File: config.mk
export PLATFORM = sky130hd
export DESIGN_NAME = tff_bank_counter
export DESIGN_NICKNAME = d
export VERILOG_FILES = /design/src/rtl/tff_pkg.sv /design/src/rtl/tff_cell.sv /design/src/rtl/tff_bank_counter.sv
export SDC_FILE = /design/constraint.sdc
export NUM_CORES = 1
export LEC_CHECK = 0
export ABC_AREA = 1
export CORE_MARGIN = 2
export CORE_UTILIZATION = 60
export DETAILED_ROUTE_END_ITERATION = 8
export DONT_BUFFER_PORTS = 1
export PLACE_DENSITY = 0.87
export SKIP_CTS_REPAIR_TIMING = 1
export SKIP_LAST_GASP = 1
export SLEW_MARGIN = 20
export SYNTH_ARGS = -nofsm -noshare
export SYNTH_HDL_FRONTEND = slang
export SYNTH_HIERARCHICAL = 1
export SYNTH_SLANG_ARGS = --single-unit
File: constraint.sdc
create_clock -name clk -period 4.46 [get_ports clk]
set_input_delay 0.892 -clock clk [delete_from_list [all_inputs] [get_ports clk]]
set_output_delay 0.892 -clock clk [all_outputs]
set_load 0.005 [all_outputs]
File: src/rtl/tff_pkg.sv
// Shared types and constants for the T flip-flop counter bank.
// Mode encoding is fixed; the mode width constant sizes the mode port.
// Imported by tff_cell and tff_bank_counter.
package tff_pkg;

    localparam int TFF_MODE_W = 2;

    typedef enum logic [TFF_MODE_W-1:0] {
        TFF_TOGGLE = 2'b00,
        TFF_UP     = 2'b01,
        TFF_DOWN   = 2'b10,
        TFF_HOLD   = 2'b11
    } tff_mode_t;

endpackage : tff_pkg

File: src/rtl/tff_cell.sv
// Single T flip-flop: toggles q when i_t is high at a rising clk edge.
// Latency: 1 cycle from i_t to q/qb. No backpressure; reset (async, active-high)
// forces q=0, qb=1. qb is its own register so it never glitches relative to q.
module tff_cell (
    input  logic clk,
    input  logic reset,
    input  logic i_t,
    output logic o_q,
    output logic o_qb
);

    logic r_q;
    logic r_qb;

    // Toggle state and its complement together on the same edge.
    always_ff @(posedge clk or posedge reset) begin
        if (reset) begin
            r_q  <= 1'b0;
            r_qb <= 1'b1;
        end else begin
            r_q  <= r_q ^ i_t;
            r_qb <= ~(r_q ^ i_t);
        end
    end

    assign o_q  = r_q;
    assign o_qb = r_qb;

endmodule : tff_cell

File: src/rtl/tff_bank_counter.sv
// Bank of WIDTH T flip-flops acting as toggle register / modulo up-down counter with parallel load.
// Latency: q, qb, wrap 1 cycle after the sampling edge; tc is combinational from q and mode.
// No backpressure; i_en low freezes state. Define TFF_BANK_SAT_EN to saturate UP/DOWN instead of wrapping.
module tff_bank_counter
    import tff_pkg::*;
#(
    parameter int WIDTH = 8,
    parameter int MOD   = 256
) (
    input  logic             clk,
    input  logic             reset,
    input  logic             i_en,
    input  tff_mode_t        i_mode,
    input  logic [WIDTH-1:0] i_t_mask,
    input  logic             i_load,
    input  logic [WIDTH-1:0] i_load_val,
    output logic [WIDTH-1:0] o_q,
    output logic [WIDTH-1:0] o_qb,
    output logic             o_tc,
    output logic             o_wrap
);

    // Top of the count range, truncated to WIDTH bits; MOD = 2**WIDTH gives all ones,
    // which turns the compare-and-reload into a natural binary wrap.
    localparam logic [WIDTH-1:0] LP_MAX  = WIDTH'(MOD - 1);
    localparam logic [WIDTH-1:0] LP_ZERO = '0;
    localparam logic [WIDTH-1:0] LP_ONE  = WIDTH'(1);

    logic [WIDTH-1:0] w_q;
    logic [WIDTH-1:0] w_qb;
    logic [WIDTH-1:0] w_next_q;
    logic [WIDTH-1:0] w_t;
    logic             w_wrap_nxt;
    logic             w_tc;
    logic             r_wrap;

    // Next-state selection: enable, then load, then mode.
    always_comb begin
        w_next_q   = w_q;
        w_wrap_nxt = 1'b0;
        if (!i_en) begin
            w_next_q = w_q;
        end else if (i_load) begin
            // Loaded raw, even when outside the modulus range.
            w_next_q = i_load_val;
        end else begin
            case (i_mode)
                TFF_TOGGLE: begin
                    w_next_q = w_q ^ i_t_mask;
                end
                TFF_UP: begin
                    // >= rather than == so out-of-range loads fall back into range.
                    if (w_q >= LP_MAX) begin
`ifdef TFF_BANK_SAT_EN
                        w_next_q   = LP_MAX;
`else
                        w_next_q   = LP_ZERO;
                        w_wrap_nxt = 1'b1;
`endif
                    end else begin
                        w_next_q = w_q + LP_ONE;
                    end
                end
                TFF_DOWN: begin
                    // Out-of-range values simply decrement toward the range.
                    if (w_q == LP_ZERO) begin
`ifdef TFF_BANK_SAT_EN
                        w_next_q   = LP_ZERO;
`else
                        w_next_q   = LP_MAX;
                        w_wrap_nxt = 1'b1;
`endif
                    end else begin
                        w_next_q = w_q - LP_ONE;
                    end
                end
                default: begin
                    w_next_q = w_q;
                end
            endcase
        end
    end

    // Every state change is expressed as a toggle pattern on the cells.
    assign w_t = w_q ^ w_next_q;

    genvar gi;
    generate
        for (gi = 0; gi < WIDTH; gi++) begin : g_cell
            tff_cell u_cell (
                .clk   (clk),
                .reset (reset),
                .i_t   (w_t[gi]),
                .o_q   (w_q[gi]),
                .o_qb  (w_qb[gi])
            );
        end
    endgenerate

    // Wrap pulse: registered, high for exactly the cycle after a modulus wrap.
    always_ff @(posedge clk or posedge reset) begin
        if (reset) begin
            r_wrap <= 1'b0;
        end else begin
            r_wrap <= w_wrap_nxt;
        end
    end

    // Terminal count depends only on current state and mode, never on enable.
    always_comb begin
        w_tc = 1'b0;
        case (i_mode)
            TFF_UP:   w_tc = (w_q == LP_MAX);
            TFF_DOWN: w_tc = (w_q == LP_ZERO);
            default:  w_tc = 1'b0;
        endcase
    end

    assign o_q    = w_q;
    assign o_qb   = w_qb;
    assign o_tc   = w_tc;
    assign o_wrap = r_wrap;

endmodule : tff_bank_counter
==> insert_results.sql, run 1 <==
INSERT INTO impl_metrics (metric_group, metric, value, unit) VALUES
('run_status', 'run_status', 'finished clean', ''),
('routing', 'post_drt_via_cell_ratio', '5.56', ''),
('clock_tree', 'cts_inserted_buffers', '3', ''),
('setup_path', 'critical_path_arrival', '1.93', 'ns'),
('setup_path', 'worstSetupPathDepth', '5', ''),
('routing', 'detail-route-antenna-nets', '0', ''),
('synth', 'primary_ff_master_synth', 'sky130_fd_sc_hd__dfrtp_1', ''),
('synth', 'synth_area_leader', 'sky130_fd_sc_hd__nand2_1', ''),
('floorplanning', 'floorplan.die.width', '57.4', 'um'),
('setup_path', 'timing.critical_path.required', '3.57', 'ns'),
('synth', 'synth_enable_flop_cells', '0', ''),
('power', 'seqPwrFrac', '43.8', '%'),
('sta', 'final_hold_viol_count', '0', ''),
('synth', 'synth_sequential_area_ratio', '25.4', '%'),
('place', 'dpl.hpwl', '2900', 'um'),
('synth', 'synth.net_count', '305', ''),
('sta', 'finalClockSkew', '0.00347', 'ns'),
('synth', 'postSynthCellCount', '277', ''),
('clock_tree', 'clock_sink_count', '17', ''),
('setup_path', 'critical_path.startpoint', 'g_cell[2].u_cell/o_q', ''),
('clock_tree', 'clock_tree.buffer_depth', '2', ''),
('routing', 'detail_route.wirelength', '3840', 'um'),
('setup_path', 'r2r_cells', '11', ''),
('setup_path', 'worst_r2r_startpoint', 'g_cell[0].u_cell/o_q', ''),
('sta', 'final_max_slew_viol_count', '0', ''),
('run', 'drv_cap', '0', ''),
('setup_path', 'timing.critical_path.slowest_cell_delay', '0.74', 'ns'),
('cells_and_area', 'multi_input_comb_area', '1010', 'um2'),
('cells_and_area', 'insertedDiodeCount', '0', ''),
('setup_path', 'worstReg2RegEnd', 'g_cell[2].u_cell/o_q', ''),
('cells_and_area', 'area_growth', '-2.27', '%'),
('power', 'power-per-cell-area', '577', 'nW/um2'),
('setup_path', 'critical_path_buf_inv_count', '0', ''),
('synth', 'yosysUniqueCellTypes', '31', ''),
('cells_and_area', 'filler_cell_count', '277', ''),
('clock_tree', 'clock_tree_from_tritoncts', 'done', ''),
('synth', 'synth_seq_cells', '17', ''),
('floorplanning', 'rows', '19', ''),
('power', 'maximum_vdd_ir_drop', '0.456', 'mV'),
('sta', 'rsz0062_at_grt', 'no', ''),
('setup_path', 'path_cells', 'nand2_1, nor2_2, nand3_1, nor3_1, o21a_1', ''),
('global_routing', 'grt_max_degree', '18', ''),
('power', 'p_leak', '0.906', 'nW'),
('floorplanning', 'die_h', '57.4', 'um'),
('cells_and_area', 'finish.instance_area', '1670', 'um2'),
('global_routing', 'globalRoute.totalOverflow', '0', ''),
('power', 'power.clock.fraction', '8.2', '%'),
('sta', 'clock.fmax', '354', 'MHz'),
('setup_path', 'type_of_element_capturing_the_critical_path', 'output port', ''),
('hold_path', 'timing.hold.worst.class', 'in -> async', ''),
('power', 'p_comb_share', '48.0', '%'),
('global_routing', 'gr-usage-all-layers', '23.9', '%'),
('clock_tree', 'worst_skew_pair.late_latency', '0.28', 'ns'),
('synth', 'yosysWarningCount', '6', ''),
('floorplanning', 'initial_utilization', '62.6', '%'),
('power', 'switching_power', '0.506', 'mW'),
('global_routing', 'via_count_of_the_first_global_routing_pass', '1527', ''),
('cells_and_area', 'finish.net_count', '300', ''),
('sta', 'timing.final.setup_violations', '0', ''),
('setup_path', 'startpoint_type', 'flip-flop', ''),
('synth', 'synthDominantCellAreaShare', '22.4', '%'),
('sta', 'timing.max_slew.rel_slack', '59.5', '%'),
('cells_and_area', 'sequential_cell_area', '435', 'um2'),
('floorplanning', 'top_level_port_count', '40', ''),
('synth', 'netlist_area', '1710', 'um2'),
('setup_path', 'cp_max_fo', '16', ''),
('clock_tree', 'root_buffer_cell', 'sky130_fd_sc_hd__clkbuf_4', ''),
('sta', 'setup_total_negative_slack', '0', 'ns'),
('synth', 'netlist_top_cells_area', 'sky130_fd_sc_hd__nand2_1, sky130_fd_sc_hd__dfrtp_1, sky130_fd_sc_hd__dfstp_2, sky130_fd_sc_hd__inv_1, sky130_fd_sc_hd__nand3_1', ''),
('place', 'numPortBuffers', '0', ''),
('setup_path', 'crit_slowest_cell', 'sky130_fd_sc_hd__dfrtp_1', '');
-- synth_stat cells, types with 3 or more instances --
library cell and n:
sky130_fd_sc_hd__nand2_1 102, sky130_fd_sc_hd__inv_1 40, sky130_fd_sc_hd__nand3_1 24, sky130_fd_sc_hd__a21oi_1 14
sky130_fd_sc_hd__o21ai_0 13, sky130_fd_sc_hd__nor2_1 11, sky130_fd_sc_hd__dfrtp_1 9, sky130_fd_sc_hd__nand4_1 9
sky130_fd_sc_hd__dfstp_2 8, sky130_fd_sc_hd__ha_1 6, sky130_fd_sc_hd__nor2_2 6, sky130_fd_sc_hd__buf_6 5
sky130_fd_sc_hd__o21ai_1 4, sky130_fd_sc_hd__inv_2 3
-- power groups by stage --
stage	logic [mW]	clock network [mW]	registers, mW
after floorplan	0.493	0	0.339
after global placement	0.445	0	0.421
after detailed placement	0.459	0	0.424
after CTS	0.461	0.0836	0.422
after global routing	0.541	0.0912	0.441
final	0.463	0.0792	0.423
-- sequential cells by signal (all words and copies together) (netlist names) --
register / flops
g_cell.u_cell/o_q: 8
g_cell.u_cell/o_qb: 8
o_wrap: 1
-- worst min path at each step --
stage | startpoint | to | slack [ns] | depth (start not counted)
final | reset | o_wrap | 0.32 | 1
after global routing | reset | o_wrap | 0.29 | 1
after CTS | reset | o_wrap | 0.31 | 1
after detailed placement | reset | o_wrap | 0.63 | 1
after global placement | reset | o_wrap | 0.62 | 1
after floorplan | g_cell[7].u_cell/o_q | g_cell[7].u_cell/o_qb | 0.52 | 2
-- cell usage in the layout, fill, tap and decap left out, drive strengths merged --
| master | count |
|---|---|
| xnor2 | 1 |
| xor2 | 1 |
| o211ai | 1 |
| and3 | 1 |
| clkbuf | 4 |
| nand4 | 9 |
| dfrtp | 9 |
| inv | 43 |
| nor2 | 19 |
| o21a | 1 |
| or2 | 3 |
| nand2 | 104 |
| nand3 | 26 |
| dfstp | 8 |
| a21oi | 15 |
| o21ai | 17 |
| o22ai | 1 |
| nor3 | 2 |
| ha | 6 |
-- layout make-up --
cell class                      instances  area share [%]
Tap cell                               31            2.32
Sequential cell                        17            26.0
Multi-Input combinational cell        207            60.4
Inverter                               43            9.65
Clock buffer                            4            1.57
-- metrics by stage --
stage | instances | setup slack [ns] | total power [mW] | hold WS (ns) | utilization [%]
2_1_floorplan | 277 | 1.99 | 0.833 | 0.524 | -
3_3_place_gp | 298 | 1.85 | 0.866 | 0.624 | 60.2
3_5_place_dp | 298 | 1.81 | 0.884 | 0.626 | 60.2
4_1_cts | 302 | 1.65 | 0.966 | 0.306 | 61.2
5_1_grt | 302 | 1.44 | 1.07 | 0.291 | 61.2
6_report | 302 | 1.64 | 0.966 | 0.317 | 61.2
-- kinds of logic after synthesis --
kind of cell / Yosys count / share of synthesized area [%]
AOI/OAI and AO/OA: 35 / 10.8
buffers and inverters: 53 / 15.5
DFF: 17 / 25.4
adders and majority gates: 6 / 4.39
and+or+nand+nor: 164 / 42.8
xor gates and xnor gates: 2 / 1.02
-- metal layers --
metal  global-route usage, %  up-vias  share of wire (%)
li1                        -      859                  -
met1                    30.6      752                 43
met2                    40.3       66                 48
met3                    7.26        2                9.0
met4                    4.32        0               0.13
met5                       0        -                  0
Note: power is estimated with default switching activity, not from simulation.
==> run 2, diff against run 1 <==
--- a/config.mk
+++ b/config.mk
@@ -7,10 +7,10 @@
 export LEC_CHECK = 0
 export ABC_AREA = 1
 export CORE_MARGIN = 2
-export CORE_UTILIZATION = 60
+export CORE_UTILIZATION = 57
 export DETAILED_ROUTE_END_ITERATION = 8
 export DONT_BUFFER_PORTS = 1
-export PLACE_DENSITY = 0.87
+export PLACE_DENSITY = 0.86
 export SKIP_CTS_REPAIR_TIMING = 1
 export SKIP_LAST_GASP = 1
 export SLEW_MARGIN = 20
==> constraint.sdc (replaced) <==
create_clock -name clk -period 2.32 [get_ports clk]
set_input_delay 0.464 -clock clk [delete_from_list [all_inputs] [get_ports clk]]
set_output_delay 0.464 -clock clk [all_outputs]
set_load 0.005 [all_outputs]
==> insert_results.sql, run 2 (synthesized netlist as in run 1, its figures left out) <==
INSERT INTO impl_metrics (metric_group, metric, value, unit) VALUES
('run_status', 'run_status', 'complete, but fails checks', ''),
('run_status', 'violated_checks', 'design-rule violations', ''),
('sta', 'finalCritPeriodShare', '94.5', '%'),
('global_routing', 'global_route.usage.met3', '4.84', '%'),
('clock_tree', 'cts_max_level', '1', ''),
('power', 'maximum_vdd_ir_drop', '0.617', 'mV'),
('place', 'dpl.hpwl', '2970', 'um'),
('clock_tree', 'cts_inserted_buffers', '3', ''),
('global_routing', 'grt_first_pass_wirelength', '6370', 'um'),
('floorplanning', 'floorplan.die.width', '58.8', 'um'),
('clock_tree', 'clock_tree_from_tritoncts', 'done', ''),
('run', 'drv_cap', '0', ''),
('global_routing', 'antenna_found_initial', '0', ''),
('cells_and_area', 'mostFrequentLayoutCell', 'sky130_fd_sc_hd__nand2_1', ''),
('routing', 'route.vias.total', '1702', ''),
('cells_and_area', 'finish.net_count', '306', ''),
('setup_path', 'r2r_cells', '14', ''),
('floorplanning', 'top_level_port_count', '40', ''),
('setup_path', 'type_of_element_capturing_the_critical_path', 'output port', ''),
('global_routing', 'grt_use_met1', '31.2', '%'),
('setup_path', 'crit_path_kind', 'reg -> out', ''),
('global_routing', 'gr-usage-all-layers', '24.0', '%'),
('hold_path', 'hold_path_depth', '1', ''),
('floorplanning', 'rows', '19', ''),
('power', 'p_leak', '0.934', 'nW'),
('setup_path', 'startpoint_type', 'flip-flop', ''),
('clock_tree', 'cts.reportedPaths.clkPinSlew', '0.11', 'ns'),
('hold_path', 'worst_hold_path.endpoint', 'o_wrap', ''),
('sta', 'finalClockSkew', '0.00825', 'ns'),
('routing', 'detail_route.iter0.violations', '107', ''),
('sta', 'worst_slew_pin_slew', '0.552', 'ns'),
('cells_and_area', 'sequential_cell_area', '437', 'um2'),
('clock_tree', 'clock_tree.buffer_depth', '2', ''),
('sta', 'timing.final.setup_violations', '0', ''),
('global_routing', 'via_count_of_the_first_global_routing_pass', '1488', ''),
('setup_path', 'worstReg2RegEnd', 'g_cell[5].u_cell/o_q', ''),
('clock_tree', 'clock_sink_count', '17', ''),
('sta', 'timing.max_slew.rel_slack', '63.2', '%'),
('floorplanning', 'dieArea', '3460', 'um2'),
('global_routing', 'globalRoute.totalOverflow', '0', ''),
('routing', 'detail_route.wirelength', '3970', 'um'),
('setup_path', 'rrSetupSlack', '0.37', 'ns'),
('routing', 'drt_drc_violations_left', '2', ''),
('global_routing', 'groute.layer.met2.usage', '39.4', '%'),
('sta', 'rsz0062_at_grt', 'no', ''),
('cells_and_area', 'filler_cell_count', '268', ''),
('setup_path', 'critical_path_arrival', '1.73', 'ns'),
('hold_path', 'timing.hold.worst.class', 'in -> reg', ''),
('power', 'power-per-cell-area', '1120', 'nW/um2'),
('sta', 'final_max_slew_viol_count', '0', ''),
('setup_path', 'worst_r2r_startpoint', 'g_cell[1].u_cell/o_q', ''),
('cells_and_area', 'multi_input_comb_area', '1010', 'um2'),
('cells_and_area', 'finish.instance_area', '1720', 'um2'),
('place', 'numPortBuffers', '0', ''),
('sta', 'final_hold_viol_count', '0', ''),
('power', 'finalPower', '1.94', 'mW'),
('cells_and_area', 'drive_above_1_share', '12.3', '%'),
('clock_tree', 'worst_skew_pair.late_latency', '0.30', 'ns'),
('floorplanning', 'floorplan.core_area', '2810', 'um2'),
('cells_and_area', 'insertedDiodeCount', '0', ''),
('sta', 'clock.fmax', '456', 'MHz'),
('routing', 'detail-route-antenna-nets', '0', ''),
('routing', 'drtPass1Iterations', '7', ''),
('hold_path', 'min-delay-start', 'i_en', ''),
('cells_and_area', 'area_growth', '0.585', '%'),
('setup_path', 'timing.critical_path.required', '1.86', 'ns'),
('routing', 'routed_wire_length_per_instance', '12.9', 'um'),
('cells_and_area', 'utilization', '61.4', '%'),
('place', 'globalplace.congestion', '0.991', ''),
('floorplanning', 'initial_utilization', '61.0', '%'),
('place', 'post_dp_area', '1680', 'um2'),
('global_routing', 'grt_max_degree', '18', ''),
('clock_tree', 'root_buffer_cell', 'sky130_fd_sc_hd__clkbuf_4', ''),
('sta', 'setup_total_negative_slack', '0', 'ns'),
('sta', 'min_period', '2.19', 'ns'),
('setup_path', 'cp_max_fo', '7', ''),
('routing', 'post_drt_via_cell_ratio', '5.53', ''),
('floorplanning', 'die_h', '58.8', 'um'),
('global_routing', 'grt_busiest_layer', 'met2', ''),
('cells_and_area', 'most-common-layout-cells', 'sky130_fd_sc_hd__nand2_1, sky130_fd_sc_hd__inv_1, sky130_fd_sc_hd__nand3_1', '');
-- run 2: critical path, cell delays in order, from the launching register on --
cell                      delay (ns)
sky130_fd_sc_hd__dfrtp_1        0.45
sky130_fd_sc_hd__ha_1           0.20
sky130_fd_sc_hd__nand2_1        0.11
sky130_fd_sc_hd__nor2_2         0.17
sky130_fd_sc_hd__nand3_1        0.12
sky130_fd_sc_hd__nor3_1         0.17
sky130_fd_sc_hd__o21a_1         0.19
-- run 2: routing by layer --
layer,vias up,share of wire (%)
met3,7,8.6
met1,747,42
met4,0,1.7
met2,77,47
met5,-,0
li1,871,-
-- run 2: final cells by class --
class | count | area share [%]
sequential | 17 | 25.4
tap | 31 | 2.25
timing repair buffer | 6 | 2.76
clock buffer | 4 | 1.53
inverter | 43 | 9.38
multi-input combinational | 207 | 58.7
-- run 2: power by group --
part | switching [mW] | internal (mW) | leakage (nW)
combinational | 0.656 | 0.376 | 0.725
clock | 0.104 | 0.0671 | 0.0150
sequential | 0.242 | 0.490 | 0.194
-- run 2: worst max path at each step --
stage / from / to / slack (ns)
floorplan: g_cell[1].u_cell/o_q / g_cell[2].u_cell/o_q / 0.42
global placement: g_cell[1].u_cell/o_q / g_cell[5].u_cell/o_q / 0.44
detailed placement: i_mode[0] / g_cell[5].u_cell/o_q / 0.38
CTS: g_cell[4].u_cell/o_q / o_tc / 0.13
global route: g_cell[1].u_cell/o_q / o_tc / 0.02
finish: g_cell[1].u_cell/o_q / o_tc / 0.13
-- run 2: metrics by stage --
step                cells  hold WS (ns)  worst slack, ns
global route          308         0.319           0.0234
detailed placement    303         0.196            0.381
global placement      303         0.195            0.436
finish                308         0.318            0.127
floorplan             277         0.193            0.415
CTS                   307        -0.141            0.126
